## config.mk

```make
export PLATFORM = sky130hd
export DESIGN_NAME = systolic_skew_feeder_flat
export DESIGN_NICKNAME = d
export VERILOG_FILES = /design/src/rtl/systolic_skew_feeder_if.sv /design/src/rtl/systolic_skew_feeder.sv /design/src/flat_wrapper.sv
export SDC_FILE = /design/constraint.sdc
export NUM_CORES = 1
export LEC_CHECK = 0
export CAP_MARGIN = 15
export CORE_UTILIZATION = 56
export CTS_BUF_LIST = sky130_fd_sc_hd__clkbuf_8
export DETAILED_ROUTE_END_ITERATION = 6
export MAX_ROUTING_LAYER = met4
export PLACE_DENSITY_LB_ADDON = 0.15
export SLEW_MARGIN = 20
export SYNTH_ARGS = -nofsm -noshare
export SYNTH_HDL_FRONTEND = slang
export SYNTH_SLANG_ARGS = --single-unit
```

## constraint.sdc

```tcl
create_clock -name clk -period 10.2 [get_ports clk]
set_input_delay 2.04 -clock clk [delete_from_list [all_inputs] [get_ports clk]]
set_output_delay 2.04 -clock clk [all_outputs]
set_load 0.05 [all_outputs]
```

## src/rtl/systolic_skew_feeder_if.sv

```systemverilog
`default_nettype none
// ============================================================================
// Module   : systolic_skew_feeder_if
// Brief    : Operand/control bundle between tile sequencer and skew feeder.
// Revision : 1.0
// ============================================================================
interface systolic_skew_feeder_if #(
    parameter int DATA_WIDTH = 8,
    parameter int ARRAY_SIZE = 4,
    parameter int MAX_K      = 256
);
    localparam int DIAG_NUM = 2 * ARRAY_SIZE - 1;
    localparam int KW       = $clog2(MAX_K + 1);

    logic                                  start;
    logic [KW-1:0]                         k_len;
    logic                                  busy;
    logic                                  in_valid;
    logic                                  in_ready;
    logic [ARRAY_SIZE-1:0][DATA_WIDTH-1:0] ifm_vec;
    logic [ARRAY_SIZE-1:0][DATA_WIDTH-1:0] w_vec;
    logic [ARRAY_SIZE-1:0][DATA_WIDTH-1:0] ifm_out;
    logic [ARRAY_SIZE-1:0][DATA_WIDTH-1:0] w_out;
    logic [DIAG_NUM-1:0]                   done;
    logic                                  tile_done;

    modport master (
        output start, k_len, in_valid, ifm_vec, w_vec,
        input  busy, in_ready, ifm_out, w_out, done, tile_done
    );

    modport slave (
        input  start, k_len, in_valid, ifm_vec, w_vec,
        output busy, in_ready, ifm_out, w_out, done, tile_done
    );
endinterface
`default_nettype wire

```

## src/rtl/systolic_skew_feeder.sv

```systemverilog
`default_nettype none
// ============================================================================
// Module   : systolic_skew_feeder
// Brief    : Diagonal-skew operand feeder with per-diagonal done pulses.
// Revision : 1.0
// ============================================================================
module systolic_skew_feeder #(
    parameter int DATA_WIDTH = 8,
    parameter int ARRAY_SIZE = 4,
    parameter int MAX_K      = 256
) (
    input  wire logic              clk,
    input  wire logic              rst,
    systolic_skew_feeder_if.slave  feed
);
    localparam int DIAG_NUM = 2 * ARRAY_SIZE - 1;
    localparam int KW       = $clog2(MAX_K + 1);
    localparam int DCW      = $clog2(DIAG_NUM + 1);

    typedef enum logic [1:0] {
        ST_IDLE  = 2'd0,
        ST_FEED  = 2'd1,
        ST_DRAIN = 2'd2,
        ST_DONE  = 2'd3
    } state_t;

    state_t              state_q;
    logic [KW-1:0]       k_len_q;
    logic [KW-1:0]       beat_cnt_q;
    logic [DCW-1:0]      drain_cnt_q;
    logic                busy_q;
    logic                in_ready_q;
    logic                tile_done_q;
    logic [DIAG_NUM-1:0] done_q;

    logic                                  w_accept;
    logic                                  w_last;
    logic                                  w_start_ok;
    logic [ARRAY_SIZE-1:0][DATA_WIDTH-1:0] ifm_d;
    logic [ARRAY_SIZE-1:0][DATA_WIDTH-1:0] w_d;
    logic [ARRAY_SIZE-1:0][DATA_WIDTH-1:0] w_ifm_out;
    logic [ARRAY_SIZE-1:0][DATA_WIDTH-1:0] w_w_out;

    assign w_accept   = feed.in_valid & in_ready_q;
    assign w_last     = w_accept && ((beat_cnt_q + KW'(1)) == k_len_q);
    assign w_start_ok = feed.start && (feed.k_len != '0) && (feed.k_len <= KW'(MAX_K));

    // Unaccepted cycles enter the pipeline as zero pairs so the PEs accumulate nothing.
    assign ifm_d = w_accept ? feed.ifm_vec : '0;
    assign w_d   = w_accept ? feed.w_vec   : '0;

    always_ff @(posedge clk or posedge rst) begin
        if (rst) begin
            state_q     <= ST_IDLE;
            k_len_q     <= '0;
            beat_cnt_q  <= '0;
            drain_cnt_q <= '0;
            busy_q      <= 1'b0;
            in_ready_q  <= 1'b0;
            tile_done_q <= 1'b0;
        end else begin
            case (state_q)
                ST_IDLE: begin
                    if (w_start_ok) begin
                        k_len_q    <= feed.k_len;
                        beat_cnt_q <= '0;
                        busy_q     <= 1'b1;
                        in_ready_q <= 1'b1;
                        state_q    <= ST_FEED;
                    end
                end
                ST_FEED: begin
                    if (w_accept) begin
                        beat_cnt_q <= beat_cnt_q + KW'(1);
                    end
                    if (w_last) begin
                        in_ready_q  <= 1'b0;
                        drain_cnt_q <= '0;
                        state_q     <= ST_DRAIN;
                    end
                end
                ST_DRAIN: begin
                    drain_cnt_q <= drain_cnt_q + DCW'(1);
                    if (drain_cnt_q == DCW'(DIAG_NUM - 1)) begin
                        tile_done_q <= 1'b1;
                        state_q     <= ST_DONE;
                    end
                end
                ST_DONE: begin
                    tile_done_q <= 1'b0;
                    busy_q      <= 1'b0;
                    state_q     <= ST_IDLE;
                end
                default: begin
                    busy_q      <= 1'b0;
                    in_ready_q  <= 1'b0;
                    tile_done_q <= 1'b0;
                    state_q     <= ST_IDLE;
                end
            endcase
        end
    end

    // Diagonal d sees the last operand pair d cycles after diagonal 0.
    always_ff @(posedge clk or posedge rst) begin
        if (rst) begin
            done_q <= '0;
        end else begin
            done_q <= {done_q[DIAG_NUM-2:0], w_last};
        end
    end

    // Lane i holds i+1 stages so its operand lands i cycles after lane 0.
    for (genvar gi = 0; gi < ARRAY_SIZE; gi++) begin : g_lane
        logic [DATA_WIDTH-1:0] ifm_sr_q [0:gi];
        logic [DATA_WIDTH-1:0] w_sr_q   [0:gi];

        always_ff @(posedge clk or posedge rst) begin
            if (rst) begin
                for (int k = 0; k <= gi; k++) begin
                    ifm_sr_q[k] <= '0;
                    w_sr_q[k]   <= '0;
                end
            end else begin
                ifm_sr_q[0] <= ifm_d[gi];
                w_sr_q[0]   <= w_d[gi];
                for (int k = 1; k <= gi; k++) begin
                    ifm_sr_q[k] <= ifm_sr_q[k-1];
                    w_sr_q[k]   <= w_sr_q[k-1];
                end
            end
        end

        assign w_ifm_out[gi] = ifm_sr_q[gi];
        assign w_w_out[gi]   = w_sr_q[gi];
    end

    assign feed.ifm_out   = w_ifm_out;
    assign feed.w_out     = w_w_out;
    assign feed.done      = done_q;
    assign feed.tile_done = tile_done_q;
    assign feed.busy      = busy_q;
    assign feed.in_ready  = in_ready_q;

endmodule
`default_nettype wire

```

## src/flat_wrapper.sv

```systemverilog
// flat-port wrapper written by rule: the top's interface ports become plain ports
module systolic_skew_feeder_flat 
#(
    parameter int DATA_WIDTH = 8,
    parameter int ARRAY_SIZE = 4,
    parameter int MAX_K      = 256
)
  (clk, rst, feed_start, feed_k_len, feed_in_valid, feed_ifm_vec, feed_w_vec, feed_busy, feed_in_ready, feed_ifm_out, feed_w_out, feed_done, feed_tile_done);
  systolic_skew_feeder_if #(.DATA_WIDTH(DATA_WIDTH), .ARRAY_SIZE(ARRAY_SIZE), .MAX_K(MAX_K)) feed_i ();
  input  wire logic clk;
  input  wire logic rst;
  input wire logic [$bits(feed_i.start)-1:0] feed_start;
  input wire logic [$bits(feed_i.k_len)-1:0] feed_k_len;
  input wire logic [$bits(feed_i.in_valid)-1:0] feed_in_valid;
  input wire logic [$bits(feed_i.ifm_vec)-1:0] feed_ifm_vec;
  input wire logic [$bits(feed_i.w_vec)-1:0] feed_w_vec;
  output wire logic [$bits(feed_i.busy)-1:0] feed_busy;
  output wire logic [$bits(feed_i.in_ready)-1:0] feed_in_ready;
  output wire logic [$bits(feed_i.ifm_out)-1:0] feed_ifm_out;
  output wire logic [$bits(feed_i.w_out)-1:0] feed_w_out;
  output wire logic [$bits(feed_i.done)-1:0] feed_done;
  output wire logic [$bits(feed_i.tile_done)-1:0] feed_tile_done;
  assign feed_i.start = feed_start;
  assign feed_i.k_len = feed_k_len;
  assign feed_i.in_valid = feed_in_valid;
  assign feed_i.ifm_vec = feed_ifm_vec;
  assign feed_i.w_vec = feed_w_vec;
  assign feed_busy = feed_i.busy;
  assign feed_in_ready = feed_i.in_ready;
  assign feed_ifm_out = feed_i.ifm_out;
  assign feed_w_out = feed_i.w_out;
  assign feed_done = feed_i.done;
  assign feed_tile_done = feed_i.tile_done;
  systolic_skew_feeder #(.DATA_WIDTH(DATA_WIDTH), .ARRAY_SIZE(ARRAY_SIZE), .MAX_K(MAX_K)) u_core (.clk(clk), .rst(rst), .feed(feed_i));
endmodule
```

==> metrics.md <==
| Metric | Value |
|---|---|
| Max-Cap Viols | 0 |
| CTS sink cnt | 193 |
| Initial Util | 0.5725 |
| # resized after CTS | 0 |
| Fin. max-slew vios | 0 |
| Total power per unit cell area | 245.5 nW/um2 |
| CP startpoint kind | flip-flop |
| Max Buffers Root-to-Sink | 2 |
| Synth Instances | 500 |
| Worst-Margin Slew | 960.0 ps |
| Worst EP required | 8160 ps |
| Via density | 5.180 |
| Clock power frac | 0.265 |
| Remaining antenna violation count | 0 |
| Fillers | 807 |
| First-pass GRT wire length | 19.42 mm |
| Clk_skew | 8.743 ps |
| EDFF count, synth | 0 |
| Post-CTS setup buffer count | 0 |
| Period utilization | 0.4347 |
| Syn nets | 584 |
| Status | completed |
| Max Freq | 0.2255 GHz |
| Root Buffer Master | clkbuf_8 |
| Row cnt | 40 |
| Die X | 112.8 um |
| RSZ-0062 raised after global routing | no |
| Post-synth top area cell | dfrtp_1 |
| Synth Area per Inst | 13.75 um2 |
| Worst Hold Path Cells | 0 |
| CP Capture Type | primary output |
| Share of cells above drive strength 1 | 0.08567 |
| Worst path max stage delay | 990 ps |
| Syn-to-layout area delta | 24.34% |
| R2R Setup Slk | 7600 ps |
| Reg2reg path depth | 7 |
| Drt initial violations | 183 |
| Nets | 679 |
| Hold_sp | u_core.g_lane[3].w_sr_q[11]$_DFF_PP0_ |
| Fin Setup TNS | 0 ps |
| Core Box Area | 12010 um2 |
| Antenna violations before repair | 0 |
| CP Launch Point | u_core.feed.in_ready$_DFFE_PP0P_ |
| Period minus WS final | 4434 ps |
| Top Family by Delay on Critical Path | flip-flops |
| Largest net degree at the start of global routing | 120 |
| Final hold violations | 0 |
| CTS clock-pin slew for the worst setup and hold paths | 90 ps |
| Crit path kind | reg2out |
| Worst rel slew slack | 0.3600 |
| Seq pwr share | 0.470 |
| Die footprint | 12730 um2 |
| Ys flop type | dfrtp_1 |
| Reg-to-reg critical path startpoint | u_core.beat_cnt_q[0]$_DFFE_PP0P_ |
| Fin area | 8551 um2 |
| Internal power | 0.001418 W |
| Util after Layout | 0.7119 |
| P_sw | 0.0006806 W |
| Num CTS Buffers | 17 |
| WP data arrival | 2390 ps |
| Routability cong. | 0.8609 |
| R2r endpoint | u_core.state_q[0]$_DFFE_PP0P_ |
| Inserted Diodes | 0 |
| H-tree depth | 4 |
| Total track usage | 0.2095 |
| Post-route DRC | 0 |
| Global route total overflow | 0 |
| Leak pwr | 4.042 nW |
| Worst min path class | reg2reg |
| Routed wire length | 11.76 mm |
| Combinational fraction of design power | 0.265 |
| Yosys reg bits | 193 |
| Crit-path max FO | 68 |
| Number of global-route vias before repair | 3774 |
| Total power | 0.002099 W |
| Net Sw Frac | 0.3242 |
| DR vias | 3906 |
| Worst Hold End | u_core.feed.w_out[27]$_DFF_PP0_ |
| Crit-path cells | clkdlybuf4s50_1 |
| Slowest CP cell | dfrtp_2 |
| DP Area | 8084 um2 |
| Final setup fails | 0 |
| CP Buf/Inv Count | 1 |
| TritonCTS clock tree | yes |
| Commonest cells in the netlist | dfrtp_1, and3_1, buf_4 |
| Register area share after synthesis | 0.7023 |
| CTS Hold Buffers Added | 0 |
| DR pass1 iterations | 4 |
| Synth warn | 0 |
| I/O Pins | 151 |
| Mapped Area | 6877 um2 |
| Most frequent cell after synthesis | dfrtp_1 |
| Post-DP HPWL | 7.803 mm |
| Wire per inst | 15.59 um |
| Port buffer count | 150 |
| Yosys cell types | 54 |
| Worst-skew pair later-pin latency | 450 ps |
| Ranking of synthesized cells by area | dfrtp_1, and3_1, buf_4 |
| Async set-reset flop share out of synthesis | 1.000 |
| Share of the synthesized area in the top cell type | 0.7023 |
| Die Y | 112.8 um |
| Max IR drop VDD | 142.6 uV |
[worst max-delay path by stage]
| stage | endpoint | slack, ps | depth (start not counted) |
|---|---|---|---|
| floorplan | u_core.beat_cnt_q[0]$_DFFE_PP0P_ | 2900 | 1 |
| global placement | u_core.drain_cnt_q[2]$_DFFE_PP0P_ | 5930 | 7 |
| detailed placement | u_core.state_q[1]$_DFFE_PP0P_ | 5750 | 8 |
| CTS | feed_in_ready | 5690 | 1 |
| global route | feed_in_ready | 5590 | 1 |
| finish | feed_in_ready | 5770 | 1 |
[power by group through the flow]
stage,combinational (W),sequential [W],clock [W]
3_5_place_dp,0.000558,0.00100,0
5_1_grt,0.000598,0.00101,0.000603
3_3_place_gp,0.000546,0.000995,0
6_report,0.000556,0.000986,0.000557
2_1_floorplan,0.000400,0.00101,0
4_1_cts,0.000560,0.000988,0.000570
[per-stage QoR]
stage                     std cells  hold slack (ps)  worst slack, ps
after floorplan                 500            331.2             2904
after global placement          723            331.2             5935
after detailed placement        723            334.7             5747
after CTS                       754            348.1             5691
after global routing            754            350.6             5590
final                           754            349.4             5766
[registers in the layout (all words and copies together) (netlist names), 3 cells and up]
| signal | cells |
|---|---|
| u_core.g_lane.ifm_sr_q | 56 |
| u_core.g_lane.w_sr_q | 56 |
| u_core.feed.ifm_out | 24 |
| u_core.feed.w_out | 24 |
| u_core.beat_cnt_q | 9 |
| u_core.k_len_q | 9 |
| u_core.feed.done | 7 |
| u_core.drain_cnt_q | 3 |
[kinds of logic (layout without fill, tap and decap cells)]
| kind of cell | after synthesis | after routing | share of synthesized area |
|---|---|---|---|
| simple gates | 141 | 141 | 0.1186 |
| flops | 193 | 193 | 0.7023 |
| xor+xnor | 7 | 7 | 0.008916 |
| mux | 13 | 13 | 0.02056 |
| compound gates | 53 | 53 | 0.05913 |
| buf+inv | 86 | 193 | 0.07769 |
| fa+ha+maj | 7 | 7 | 0.01274 |
[final cells by class]
class	count	area, um2	share of cell area
sequential	193	4831	0.5650
clock inverter	12	205.2	0.02400
timing repair buffer	152	1511	0.1768
tap	147	183.9	0.02151
clock buffer	19	261.5	0.03058
multi-input combinational	221	1513	0.1769
inverter	10	45.04	0.005268
[per-layer routing]
metal / vias to the layer above / wire length [um] / global-route usage
met4: 0 / 272 / 0.08622
met5: - / 0 / -
li1: 1849 / - / -
met1: 1910 / 5167 / 0.2694
met3: 23 / 568 / 0.05892
met2: 124 / 5749 / 0.3165
[layout by cell type, fill, tap and decap left out, drive strengths merged, types with 9 or more instances in the layout]
cell type,instances
clkbuf,19
nand2,22
inv,12
clkdlybuf4s50,149
nand3,15
o21ai,12
mux2,9
and3,67
dfrtp,193
Note: power is estimated with default switching activity, not from simulation.
